File: src/rtl/e203_extend_csr_arbt.sv
// e203_extend_csr_arbt: shares the single NICE CSR valid/ready port between two
// requesters (i0 = core EXU CSR path, i1 = debug/system path). One transaction is in
// flight at a time: IDLE (arbitrate) -> REQ (drive downstream) -> RSP (return rdata).
// Ties between simultaneous requesters are broken round-robin.
// Optional feature macro: E203_EXTEND_CSR_TIMEOUT_EN. When defined, a REQ that sees no
// nice_csr_ready for TMO_CYC cycles is aborted and answered with err=1, rdata=0.
module e203_extend_csr_arbt #(
    parameter int unsigned TMO_W   = 8,
    parameter int unsigned TMO_CYC = 16
) (
    input  logic        clk,
    input  logic        rst_n,

    input  logic        i0_csr_valid,
    output logic        i0_csr_ready,
    input  logic [31:0] i0_csr_addr,
    input  logic        i0_csr_wr,
    input  logic [31:0] i0_csr_wdata,
    output logic        i0_rsp_valid,
    input  logic        i0_rsp_ready,
    output logic [31:0] i0_rsp_rdata,
    output logic        i0_rsp_err,

    input  logic        i1_csr_valid,
    output logic        i1_csr_ready,
    input  logic [31:0] i1_csr_addr,
    input  logic        i1_csr_wr,
    input  logic [31:0] i1_csr_wdata,
    output logic        i1_rsp_valid,
    input  logic        i1_rsp_ready,
    output logic [31:0] i1_rsp_rdata,
    output logic        i1_rsp_err,

    output logic        nice_csr_valid,
    input  logic        nice_csr_ready,
    output logic [31:0] nice_csr_addr,
    output logic        nice_csr_wr,
    output logic [31:0] nice_csr_wdata,
    input  logic [31:0] nice_csr_rdata,

    output logic        arbt_busy
);

    // TMO_CYC must fit the counter: the abort compare uses TMO_CYC-1 as a TMO_W-bit value.
    if ((TMO_CYC < 1) || (TMO_CYC > (2 ** TMO_W) - 1)) begin : g_bad_tmo_param
        $error("e203_extend_csr_arbt: TMO_CYC out of range for TMO_W");
    end

    typedef enum logic [1:0] {
        StIdle = 2'd0,
        StReq  = 2'd1,
        StRsp  = 2'd2
    } state_e;

    state_e      r_state;
    state_e      w_state_nxt;

    logic        r_rr_ptr;
    logic        r_id;
    logic [31:0] r_addr;
    logic        r_wr;
    logic [31:0] r_wdata;
    logic [31:0] r_rdata;
    logic        r_err;

    logic        w_idle;
    logic        w_in_req;
    logic        w_in_rsp;
    logic        w_gnt0;
    logic        w_gnt1;
    logic        w_accept;
    logic        w_done;
    logic        w_tmo;
    logic        w_rsp_hs;

    assign w_idle   = (r_state == StIdle);
    assign w_in_req = (r_state == StReq);
    assign w_in_rsp = (r_state == StRsp);

    // A lone requester always wins; on a tie rr_ptr picks (0 -> i0, 1 -> i1).
    assign w_gnt0   = i0_csr_valid & (~i1_csr_valid | ~r_rr_ptr);
    assign w_gnt1   = i1_csr_valid & (~i0_csr_valid |  r_rr_ptr);
    assign w_accept = w_idle & (w_gnt0 | w_gnt1);

    assign w_done   = w_in_req & nice_csr_ready;
    assign w_rsp_hs = w_in_rsp & (r_id ? i1_rsp_ready : i0_rsp_ready);

`ifdef E203_EXTEND_CSR_TIMEOUT_EN
    logic [TMO_W-1:0] r_tmo_cnt;

    // Timeout counter: cleared on entry to REQ, counts REQ cycles without downstream accept.
    always_ff @(posedge clk or negedge rst_n) begin
        if (!rst_n) begin
            r_tmo_cnt <= '0;
        end else if (w_accept) begin
            r_tmo_cnt <= '0;
        end else if (w_in_req && !nice_csr_ready) begin
            r_tmo_cnt <= r_tmo_cnt + TMO_W'(1);
        end
    end

    // Abort only when ready is still low; a ready in the same cycle completes normally.
    assign w_tmo = w_in_req & ~nice_csr_ready & (r_tmo_cnt == TMO_W'(TMO_CYC - 1));
`else
    assign w_tmo = 1'b0;
`endif

    // State register.
    always_ff @(posedge clk or negedge rst_n) begin
        if (!rst_n) begin
            r_state <= StIdle;
        end else begin
            r_state <= w_state_nxt;
        end
    end

    // Next-state logic.
    always_comb begin
        w_state_nxt = r_state;
        unique case (r_state)
            StIdle: if (w_accept)                 w_state_nxt = StReq;
            StReq:  if (nice_csr_ready || w_tmo)  w_state_nxt = StRsp;
            StRsp:  if (w_rsp_hs)                 w_state_nxt = StIdle;
            default:                              w_state_nxt = StIdle;
        endcase
    end

    // Capture the winning request on accept; held stable for the whole REQ phase.
    always_ff @(posedge clk or negedge rst_n) begin
        if (!rst_n) begin
            r_id    <= 1'b0;
            r_addr  <= '0;
            r_wr    <= 1'b0;
            r_wdata <= '0;
        end else if (w_accept) begin
            r_id    <= w_gnt1;
            r_addr  <= w_gnt1 ? i1_csr_addr  : i0_csr_addr;
            r_wr    <= w_gnt1 ? i1_csr_wr    : i0_csr_wr;
            r_wdata <= w_gnt1 ? i1_csr_wdata : i0_csr_wdata;
        end
    end

    // Capture the response and hand priority to the other requester when REQ ends.
    always_ff @(posedge clk or negedge rst_n) begin
        if (!rst_n) begin
            r_rdata  <= '0;
            r_err    <= 1'b0;
            r_rr_ptr <= 1'b0;
        end else if (w_done) begin
            r_rdata  <= nice_csr_rdata;
            r_err    <= 1'b0;
            r_rr_ptr <= ~r_id;
        end else if (w_tmo) begin
            r_rdata  <= '0;
            r_err    <= 1'b1;
            r_rr_ptr <= ~r_id;
        end
    end

    // Ready is combinational; gating with rst_n keeps it low while reset is held.
    assign i0_csr_ready   = rst_n & w_idle & w_gnt0;
    assign i1_csr_ready   = rst_n & w_idle & w_gnt1;

    assign nice_csr_valid = w_in_req;
    assign nice_csr_addr  = r_addr;
    assign nice_csr_wr    = r_wr;
    assign nice_csr_wdata = r_wdata;

    assign i0_rsp_valid   = w_in_rsp & ~r_id;
    assign i1_rsp_valid   = w_in_rsp &  r_id;
    assign i0_rsp_rdata   = r_rdata;
    assign i1_rsp_rdata   = r_rdata;
    assign i0_rsp_err     = r_err;
    assign i1_rsp_err     = r_err;

    assign arbt_busy      = ~w_idle;

endmodule

File: config.mk
export PLATFORM = sky130hd
export DESIGN_NAME = e203_extend_csr_arbt
export DESIGN_NICKNAME = d
export VERILOG_FILES = /design/src/rtl/e203_extend_csr_arbt.sv
export SDC_FILE = /design/constraint.sdc
export NUM_CORES = 1
export LEC_CHECK = 0
export ABC_CLOCK_PERIOD_IN_PS = 2300
export CORE_AREA = 2 2 119 121
export DETAILED_ROUTE_END_ITERATION = 8
export DIE_AREA = 0 0 121 123
export GPL_TIMING_DRIVEN = 0
export PLACE_DENSITY = 0.79
export SYNTH_ARGS = -nofsm -noshare
export SYNTH_HDL_FRONTEND = slang
export SYNTH_SLANG_ARGS = --single-unit
File: constraint.sdc
create_clock -name clk -period 2.3 [get_ports clk]
set_input_delay 0.69 -clock clk [delete_from_list [all_inputs] [get_ports clk]]
set_output_delay 0.69 -clock clk [all_outputs]
set_load 0.02 [all_outputs]
After elaboration in Yosys (flattened, before gate mapping)
Cells that the tools add are included.
Widths: inputs -> output; s select.
{"block": "word_totals", "register_bits": 101, "in_bits": 169, "output_inout_bits": 137, "elab_cells": 40}
{"block": "classes", "n_eq_ne": 5, "n_mux": 8, "bitwise": 18, "reduce_logical": 2}
{"cell": "$mux 32", "count": 2}
{"cell": "$and 1x1->1", "count": 10}
{"cell": "$mux 2", "count": 3}
{"cell": "$pmux 2 s3", "count": 1}
{"cell": "$not 1->1", "count": 5}
{"cell": "$ne 2x1->1 const B", "count": 2}
{"cell": "$or 1x1->1", "count": 3}
{"cell": "$reduce_and 3->1", "count": 1}
{"cell": "$eq 2x1->1 const B", "count": 1}
{"cell": "$eq 2x2->1 const B", "count": 1}
{"cell": "$logic_not 2->1", "count": 1}
{"cell": "$mux 1", "count": 2}
{"cell": "$ne 2x2->1 const B", "count": 1}

Depth between registers and ports, before layout
{"block": "depth", "ltp_word": 7, "depth_mapped": 6}

Least setup slack after synthesis
Ideal clock, no wire load.
{"block": "synth_path", "path_type": "input port to output port", "startpoint": "input i0_csr_valid", "endpoint": "output i1_csr_ready", "arrival_time_ns": 1.343, "slack_ns": 0.267, "path_stages": 4, "n_path_buf": 1, "path_cell_list": "nor2b_1 -> buf_2 -> nor2_1 -> and3_1"}
{"block": "synth_between", "elab_chain_len": 4}
{"item": "from (decl)", "line_no": "14", "source": "input logic i0_csr_valid,"}
{"item": "$not 1->1", "line_no": "82", "source": "assign w_gnt1 = i1_csr_valid & (~i0_csr_valid | r_rr_ptr);"}
{"item": "$or 1x1->1", "line_no": "82"}
{"item": "$and 1x1->1", "line_no": "82"}
{"item": "$and 1x1->1", "line_no": "162", "source": "assign i1_csr_ready = rst_n & w_idle & w_gnt1;"}
{"item": "to (decl)", "line_no": "25", "source": "output logic i1_csr_ready,"}
No other way between the ends.

Worst setup path in the final report
{"block": "layout_path", "startpoint": "register r_state[1]", "endpoint": "output i0_csr_ready"}
{"block": "layout_between", "elab_chain_len": 3}
{"item": "from (decl)", "line_no": "55", "source": "state_e r_state;"}
{"item": "from (signal assigned)", "line_no": "111", "source": "r_state <= StIdle;"}
{"item": "from (signal assigned)", "line_no": "113", "source": "r_state <= w_state_nxt;"}
{"item": "$logic_not 2->1", "line_no": "76", "source": "assign w_idle = (r_state == StIdle);"}
{"item": "$and 1x1->1 (2 in a row)", "line_no": "161", "source": "assign i0_csr_ready = rst_n & w_idle & w_gnt0;"}
{"item": "to (decl)", "line_no": "15", "source": "output logic i0_csr_ready,"}
No other way between the ends.

==> results.py <==
metrics = {
    "finish": {
        "n_antenna_cell": 0,
        "final_nets": 997,
        "fin_util": 0.636,
        "area_growth_pct": 75.7,
        "final_layout_size_suffix_gt1_frac": 0.137,
        "nFillCells": 1157,
        "finish.instance_area_um2": 8650,
        "finalNonFillerCells": 1013,
    },
    "placed_design": {
        "dpl_cell_area_um2": 8210,
        "portBuffers": 303,
        "place_hpwl_mm": 13.4,
        "place_ws_ps": -1010,
        "dp_cells": 990,
        "place_congestion": 0.838,
    },
    "yosys": {
        "synth_simple_gate_area_share": 0.0859,
        "yosys_warnings": 0,
        "synthXorXnorAreaFrac": 0,
        "synth_area_leader_cell": "dfrtp_1",
        "synthDistinctLibCells": 26,
        "synth_cells": 505,
        "yosysSeqAreaShare": 0.513,
        "async_flop_share": 1.00,
        "synth_top_flop_cell": "dfrtp_1",
        "synth_common_cells": "101 x dfrtp_1, 67 x o21ai_0, 65 x a21oi_1, 65 x a31oi_1, 65 x nand3_1",
        "synth_top_family_by_area": "compound AO/OA/AOI/OAI gates",
        "ys_ff_latch": 101,
        "synth_mux_area_frac": 0.0732,
        "yosysMostFrequentCell": "dfrtp_1",
        "ys_top_cells_by_area": "dfrtp_1 51%, a31oi_1 8.3%, o21ai_0 6.8%",
        "synth_edf_count": 0,
        "synth_adder_area_share": 0,
        "synth_area_um2": 4920,
        "synth_compound_area_frac": 0.220,
        "syn_area_per_cell_um2": 9.75,
        "synth_top_area_frac": 0.513,
    },
    "clock_tree": {
        "cts.path.max_buffers": 2,
        "htree_levels": 3,
        "cts_made_buffers": 9,
        "clockRootBuffer": "clkbuf_16",
        "cts_tree": "yes",
        "clock_sinks": 101,
        "clk_pin_slew_ps": 70,
        "clk_latency_ps": 340,
    },
    "timing": {
        "hold_violations": 0,
        "fmax_ghz": 0.443,
        "post-route-period-util": 0.982,
        "tns_ps": 0,
        "rsz0062_at_grt": "yes",
        "setup_viol": 0,
        "maxSlewViolCount": 0,
        "timing.final.ws_setup_ps": 40.5,
        "skew_ps": 5.66,
        "finalCriticalPeriod_ps": 2260,
    },
    "pwr": {
        "leakage_nw": 3.44,
        "powerDensity_nw_per_um2": 1390,
        "ir_drop_mv": 0.618,
    },
    "critical_path": {
        "crit_slowest_cell": "dfrtp_2",
        "crit_path_start_kind": "flip-flop",
        "critical_path_depth": 4,
        "worstPathCellList": "nor2_4, buf_6, and4_1, clkdlybuf4s15_2",
        "crit_buf_inv": 2,
        "end_kind": "primary output",
        "reg2reg_depth": 5,
        "rrSetupSlack_ps": 580,
        "criticalPathCategory": "flip-flop to primary output",
        "path_delay_family": "flip-flops",
        "critPathMaxStageDelay_ps": 440,
        "r2r-end": "nice_csr_wdata[28]",
        "crit_arrival_ps": 1570,
        "critPathRequiredTime_ps": 1610,
        "crit_fanout": 5,
        "r2r-start": "r_rr_ptr",
    },
    "global_routing": {
        "grt_pass1_wl_mm": 27.6,
        "grt_usage": 0.241,
        "grt_pass1_vias": 5250,
        "grt_max_degree": 28,
        "grt_antenna_before_repair": 1,
        "grt_overflow": 0,
    },
    "die": {
        "fp.coreArea_um2": 13600,
        "pin_count": 306,
        "die_h_um": 123,
        "dieArea_um2": 14900,
        "die_w_um": 121,
        "initial_utilization": 0.362,
        "fp-row-count": 43,
    },
    "routing": {
        "antenna_left": 0,
        "dr.first_iter.drc_count": 234,
        "dr.pass1.iters": 5,
        "drcViolationCount": 0,
        "routedWlPerCell_um": 18.0,
        "wl_mm": 18.3,
        "vias": 5312,
        "vias_per_cell": 5.24,
    },
    "hold_path": {
        "hold_class": "primary input to async pin",
    },
    "outcome": {
        "outcome": "finished, final reports clean",
    },
    "flow_run": {
        "maxCapViolations": 0,
    },
}
## cells by family (layout without fill, tap and decap cells)
group	Yosys count	in the layout
mux	32	32
buf+inv	90	417
other cells	1	2
compound gates	199	199
simple gates	82	82
flops	101	101
## power breakdown
part	leakage [nW]	internal, mW	total (mW)	switching (mW)
logic	2.16	3.65	7.27	3.63
clock network	0.130	0.766	1.44	0.673
registers	1.15	2.70	3.31	0.610
total	3.44	7.11	12.0	4.91
## per-stage QoR
step / hold WS, ps / power (mW)
2_1_floorplan: 394 / 7.05
3_3_place_gp: 509 / 10.4
3_5_place_dp: 523 / 10.5
4_1_cts: 161 / 12.1
5_1_grt: 167 / 12.7
6_report: 169 / 12.0
## worst max path at each step
| stage | start | endpoint | slack (ps) |
|---|---|---|---|
| floorplan | i0_csr_valid | i1_csr_ready | 270 |
| global placement | rst_n | i0_csr_ready | -4250 |
| detailed placement | i1_csr_valid | i1_csr_ready | -1010 |
| CTS | i0_csr_valid | i1_csr_ready | -10 |
| global route | r_state[1] | arbt_busy | -2 |
| finish | r_state[1] | i0_csr_ready | 40 |
## flip-flops by register name, summed over array words and instances (netlist names)
signal          flops
nice_csr_wr         1
nice_csr_addr      32
r_rr_ptr            1
nice_csr_wdata     32
r_id                1
r_state             2
i0_rsp_rdata       32
## what timing repair did
| item | in CTS | in global routing |
|---|---|---|
| cloned | 2 | 0 |
| hold buffers | 0 | 0 |
| setup buffers | 6 | 0 |
| pin swaps | 2 | 1 |
| resized for setup | 33 | 7 |
| endpoints found under the setup margin | 6 | 3 |
## cell type report
| type | instances | area (um2) | area share |
|---|---|---|---|
| clock inverters | 3 | 21.3 | 0.00246 |
| plain buffers | 86 | 533 | 0.0616 |
| well taps | 180 | 225 | 0.0260 |
| clock buffers | 13 | 250 | 0.0289 |
| inverters | 3 | 13.8 | 0.00159 |
| repair buffers | 312 | 3180 | 0.367 |
| multi-input cells | 315 | 1900 | 0.220 |
| flip-flops and latches | 101 | 2530 | 0.292 |
## layer usage
layer  part of all wire  GRT usage  up-vias
met5            0.00088          0        -
met4              0.030     0.0967        2
met3              0.082     0.0627       41
met2               0.51      0.423      277
met1               0.38      0.282     2528
li1                   -          -     2464
## layout by cell type (no fill, tap or decap), drive strengths merged, types with 3 or more instances in the layout
cell type	instances
dlygate4sd2	4
mux2	32
nand2	3
nand3	65
dfrtp	101
o21ai	67
clkbuf	48
nand2b	4
a21oi	65
a31oi	65
inv	3
nor2	3
clkdlybuf4s50	294
buf	62
Note: power is estimated with default switching activity, not from simulation.
==> edit 1: new RTL, same flow settings <==
Re-encode `state_e` (3 states) as one-hot, 3 bits wide.
--- a/src/rtl/e203_extend_csr_arbt.sv
+++ b/src/rtl/e203_extend_csr_arbt.sv
@@ -46,10 +46,10 @@
         $error("e203_extend_csr_arbt: TMO_CYC out of range for TMO_W");
     end
 
-    typedef enum logic [1:0] {
-        StIdle = 2'd0,
-        StReq  = 2'd1,
-        StRsp  = 2'd2
+    typedef enum logic [2:0] {
+        StIdle = 3'b001,
+        StReq  = 3'b010,
+        StRsp  = 3'b100
     } state_e;
 
     state_e      r_state;
Check against the original RTL: same outputs for any inputs over 4 cycles, from zero or initial values and one cycle with rst_n low; so few cycles prove little.
==> edit 1 against the original RTL <==
  * The run now ends with setup timing left
  * Setup slack worse by 0.087 ns
  * Power fell by 1.1%
  * Wire length shrank 8.3%
  * Sequential share of layout area rose by 1.3 points
  * Synthesized area down 5.5%
  * Sequential cell count rose by 1
  * Final area down 3.2%
  * Fmax fell by 3.7%
  * Largest power group unchanged
==> edit 1: results (changes against the original RTL) <==
Pre-antenna DRT Iters 4 (-1); slowest cell delay on critical path 0.55 ns (+0.11 ns); # placed instances 849 (-14%); fraction of final layout cells sized beyond drive strength 1 17.9% (+4.2 points); Placed Area 0.00794 sq mm (-3.3%); GR Util met3 8.39% (+2.1 points); failing checks setup timing; P_sw 4560 uW (-7.0%); Avg Cell Area, Syn 12.8 sq um (+31%); highest net fanout along the worst path 3 (-2); Seq/total area 30.5% (+1.3 points); via count of the first global-routing pass 4698 (-11%); post-CTS resize count 43 (+30%); dpl hpwl 12600 microns (-5.6%); Multi-input comb cells 187 (-41%); count of filler cells inserted in the layout 1086 (-6.1%); count of buffers not belonging to the clock network in the layout 385 (-3.3%); wire length on met3 1770 microns (+18%); clock skew 0.00564 ns (-0.0000217 ns); Min Hold Slack 0.330 ns (+0.161 ns); total number of clock tree sinks 102 (+0.99%); number of DRC violations after detailed-routing iteration 0 197 (-16%); Met1 Wirelength 6090 microns (-12%); via/cell ratio 5.15 (-1.7%); fraction of standard cell area in multi-input logic 20.4% (-1.6 points); antenna violations before repair 0 (-1); Post-Syn Instances 364 (-28%); result of the run finished, violations left; distinct cell type count of the synthesized netlist 24 (-7.7%); final setup vio count 2 (+2); Data buffer area share 42.8% (-0.061 points); signed area change from the synthesized netlist to the final layout 80.0%; met2 wirelength from detailed routing 8540 microns (-8.0%); reported clock group power 1510 uW (+5%); launching point of the worst reg2reg path r_state[0]$_DFFE_PN1P_; met1 capacity usage during global routing 23.8% (-4.4 points); final net count 857 (-14%); Worst Setup Slack, final -0.0464 ns (-0.0869 ns); largest net degree at the start of global routing 62 (+120%)
-- edit 1: cell count changes after synthesis, moves of 5 or more --
cell / unedited run / this run
mux2_2: 27 / 32
a2bb2oi_1: 0 / 65
a21oi_1: 65 / 2
buf_6: 5 / 0
o32ai_1: 0 / 65
mux2_1: 5 / 0
nand3_1: 65 / 0
o21ai_0: 67 / 0
clkbuf_1: 34 / 25
a31oi_1: 65 / 0
-- edit 1: per-stage QoR --
step	worst slack, ns	TNS, ns
floorplan	0.0626	0
global placement	-4.20	-351.43
detailed placement	-1.04	-21.18
CTS	-0.152	-0.274
global route	-0.153	-0.320
finish	-0.0464	-0.0818
-- edit 1: worst register-to-register path: stages, from the launching register on --
cell       delay (ns)
dfstp_2          0.55
nor3b_4          0.24
buf_4            0.15
buf_6            0.09
inv_2            0.04
nor2_1           0.20
buf_4            0.26
buf_4            0.21
a2bb2oi_1        0.20
-- edit 1: kinds of logic (layout without fill, tap and decap cells) --
kind of cell / after synthesis / count (layout) / share of synthesized area (%)
muxes: 33 / 33 / 7.96
other: 1 / 2 / 0.0806
AOI/OAI and AO/OA: 137 / 137 / 25.5
DFF: 102 / 102 / 54.9
and+or+nand+nor: 15 / 15 / 2.02
buffers and inverters: 76 / 404 / 9.52
-- edit 1: worst max path at each step --
stage,endpoint,start,slack (ns),cells after the start
2_1_floorplan,i1_csr_ready,r_state[0]$_DFFE_PN1P_,0.06,4
4_1_cts,i1_csr_ready,r_state[0]$_DFFE_PN1P_,-0.15,5
5_1_grt,i0_csr_ready,r_state[0]$_DFFE_PN1P_,-0.15,5
3_5_place_dp,i1_csr_ready,r_state[0]$_DFFE_PN1P_,-1.04,5
6_report,i1_csr_ready,r_state[0]$_DFFE_PN1P_,-0.05,5
3_3_place_gp,i1_csr_ready,rst_n,-4.20,4
==> edit 2: new RTL, same flow settings <==
Without the edit above. The option `E203_EXTEND_CSR_TIMEOUT_EN` is turned on by a define.
--- a/src/rtl/e203_extend_csr_arbt.sv
+++ b/src/rtl/e203_extend_csr_arbt.sv
@@ -4,6 +4,8 @@
 // Ties between simultaneous requesters are broken round-robin.
 // Optional feature macro: E203_EXTEND_CSR_TIMEOUT_EN. When defined, a REQ that sees no
 // nice_csr_ready for TMO_CYC cycles is aborted and answered with err=1, rdata=0.
+`define E203_EXTEND_CSR_TIMEOUT_EN
+
 module e203_extend_csr_arbt #(
     parameter int unsigned TMO_W   = 8,
     parameter int unsigned TMO_CYC = 16
Behaviour: same outputs for any inputs over 4 cycles, from zero or initial values and one cycle with rst_n low; that may be too few to reach the edited logic, so the function may still have changed.
==> edit 2 against the original RTL <==
  * Synthesized area grew 14%
  * Wire length grew 10%
  * Fmax grew 1.2%
  * Utilization grew 5.2 points
  * Setup slack gained 0.027 ns
  * Combinational power shrank 3%
  * Sequential cell count grew 9
  * Hold slack gained 0.012 ns
  * Power grew 1.3%
  * Via count grew 12%
  * Final area grew 8.2%
==> edit 2: results (changes against the original RTL) <==
global router's overall resource usage 26.5% (+2.4 points); Pre-antenna DRT Iters 6 (+1); share of cell area taken by muxes after synthesis 0.714% (-6.6 points); launching point of the worst reg2reg path r_state[0]$_DFFE_PN0P_; CP max-delay cell o2111a_1; count of buffers not belonging to the clock network in the layout 408 (+2.5%); Data buffer area share 39.6% (-3.3 points); largest voltage drop on the vdd net 0.694 mV (+12%); wire length on met3 1680 microns (+12%); Post-Place Worst Slack -1.32 ns (-0.317 ns); worst r2r path cells 6 (+1); post-synthesis sequential area ratio 49.1% (-2.2 points); final estimated routing congestion in global placement 0.860 (+2.7%); power per cell area 1300 mW/mm^2 (-6.4%); GR Util met3 6.96% (+0.69 points); layout sequential cell count 110 (+8.9%); kind of cell adding the most delay to the critical path buffers and inverters; dominant cells by area after synthesis dfrtp_1 49%, o21ai_0 8.9%, nand3b_1 8.8%; count of filler cells inserted in the layout 1132 (-2.2%); final net count 1117 (+12%); Total Routed Length 20100 microns (+10%); Avg Cell Area, Syn 9.01 sq um (-7.6%); met1 capacity usage during global routing 30.1% (+1.9 points); via count of the first global-routing pass 5847 (+11%); power of the sequential group 3470 uW (+5%); signed area change from the synthesized netlist to the final layout 67.0%; count of clock buffers in the final design 10 (-3); result of the run complete, no violations; synthesized-area fraction occupied by ao, oa, aoi and oai cells 23.6% (+1.6 points); data arrival time at the worst-slack endpoint 1.54 ns (-0.03 ns); antenna violations before repair 0 (-1); first-pass GRT wire length 30400 microns (+10%); Multi-input comb cells 413 (+31%); post-CTS resize count 29 (-12%); dpl hpwl 15300 microns (+14%); Min Hold Slack 0.181 ns (+0.0115 ns); footprint of the flip-flops and latches 0.00275 sq mm (+8.9%); largest net degree at the start of global routing 45 (+61%)
edit 2: cell count changes after synthesis, moves of 5 or more:
cell      unedited run  this run
nor2_1               3         9
nand2_1              3        68
nand3_1             65         3
o21ai_0             67       100
dfrtp_1            101       110
clkbuf_1            34        46
mux2_1               5         0
mux2_2              27         0
nand3b_1             1        66
edit 2: worst max path at each step:
| stage | endpoint | depth (start not counted) | slack [ns] | startpoint |
|---|---|---|---|---|
| after floorplan | i0_csr_ready | 4 | 0.06 | i1_csr_valid |
| after global placement | i1_csr_ready | 3 | -4.47 | rst_n |
| after detailed placement | i0_csr_ready | 6 | -1.32 | i1_csr_valid |
| after CTS | nice_csr_valid | 2 | 0.008 | r_state[0]$_DFFE_PN0P_ |
| after global routing | i0_csr_ready | 4 | -0.01 | r_state[1]$_DFFE_PN0P_ |
| final | i0_csr_ready | 5 | 0.07 | i1_csr_valid |
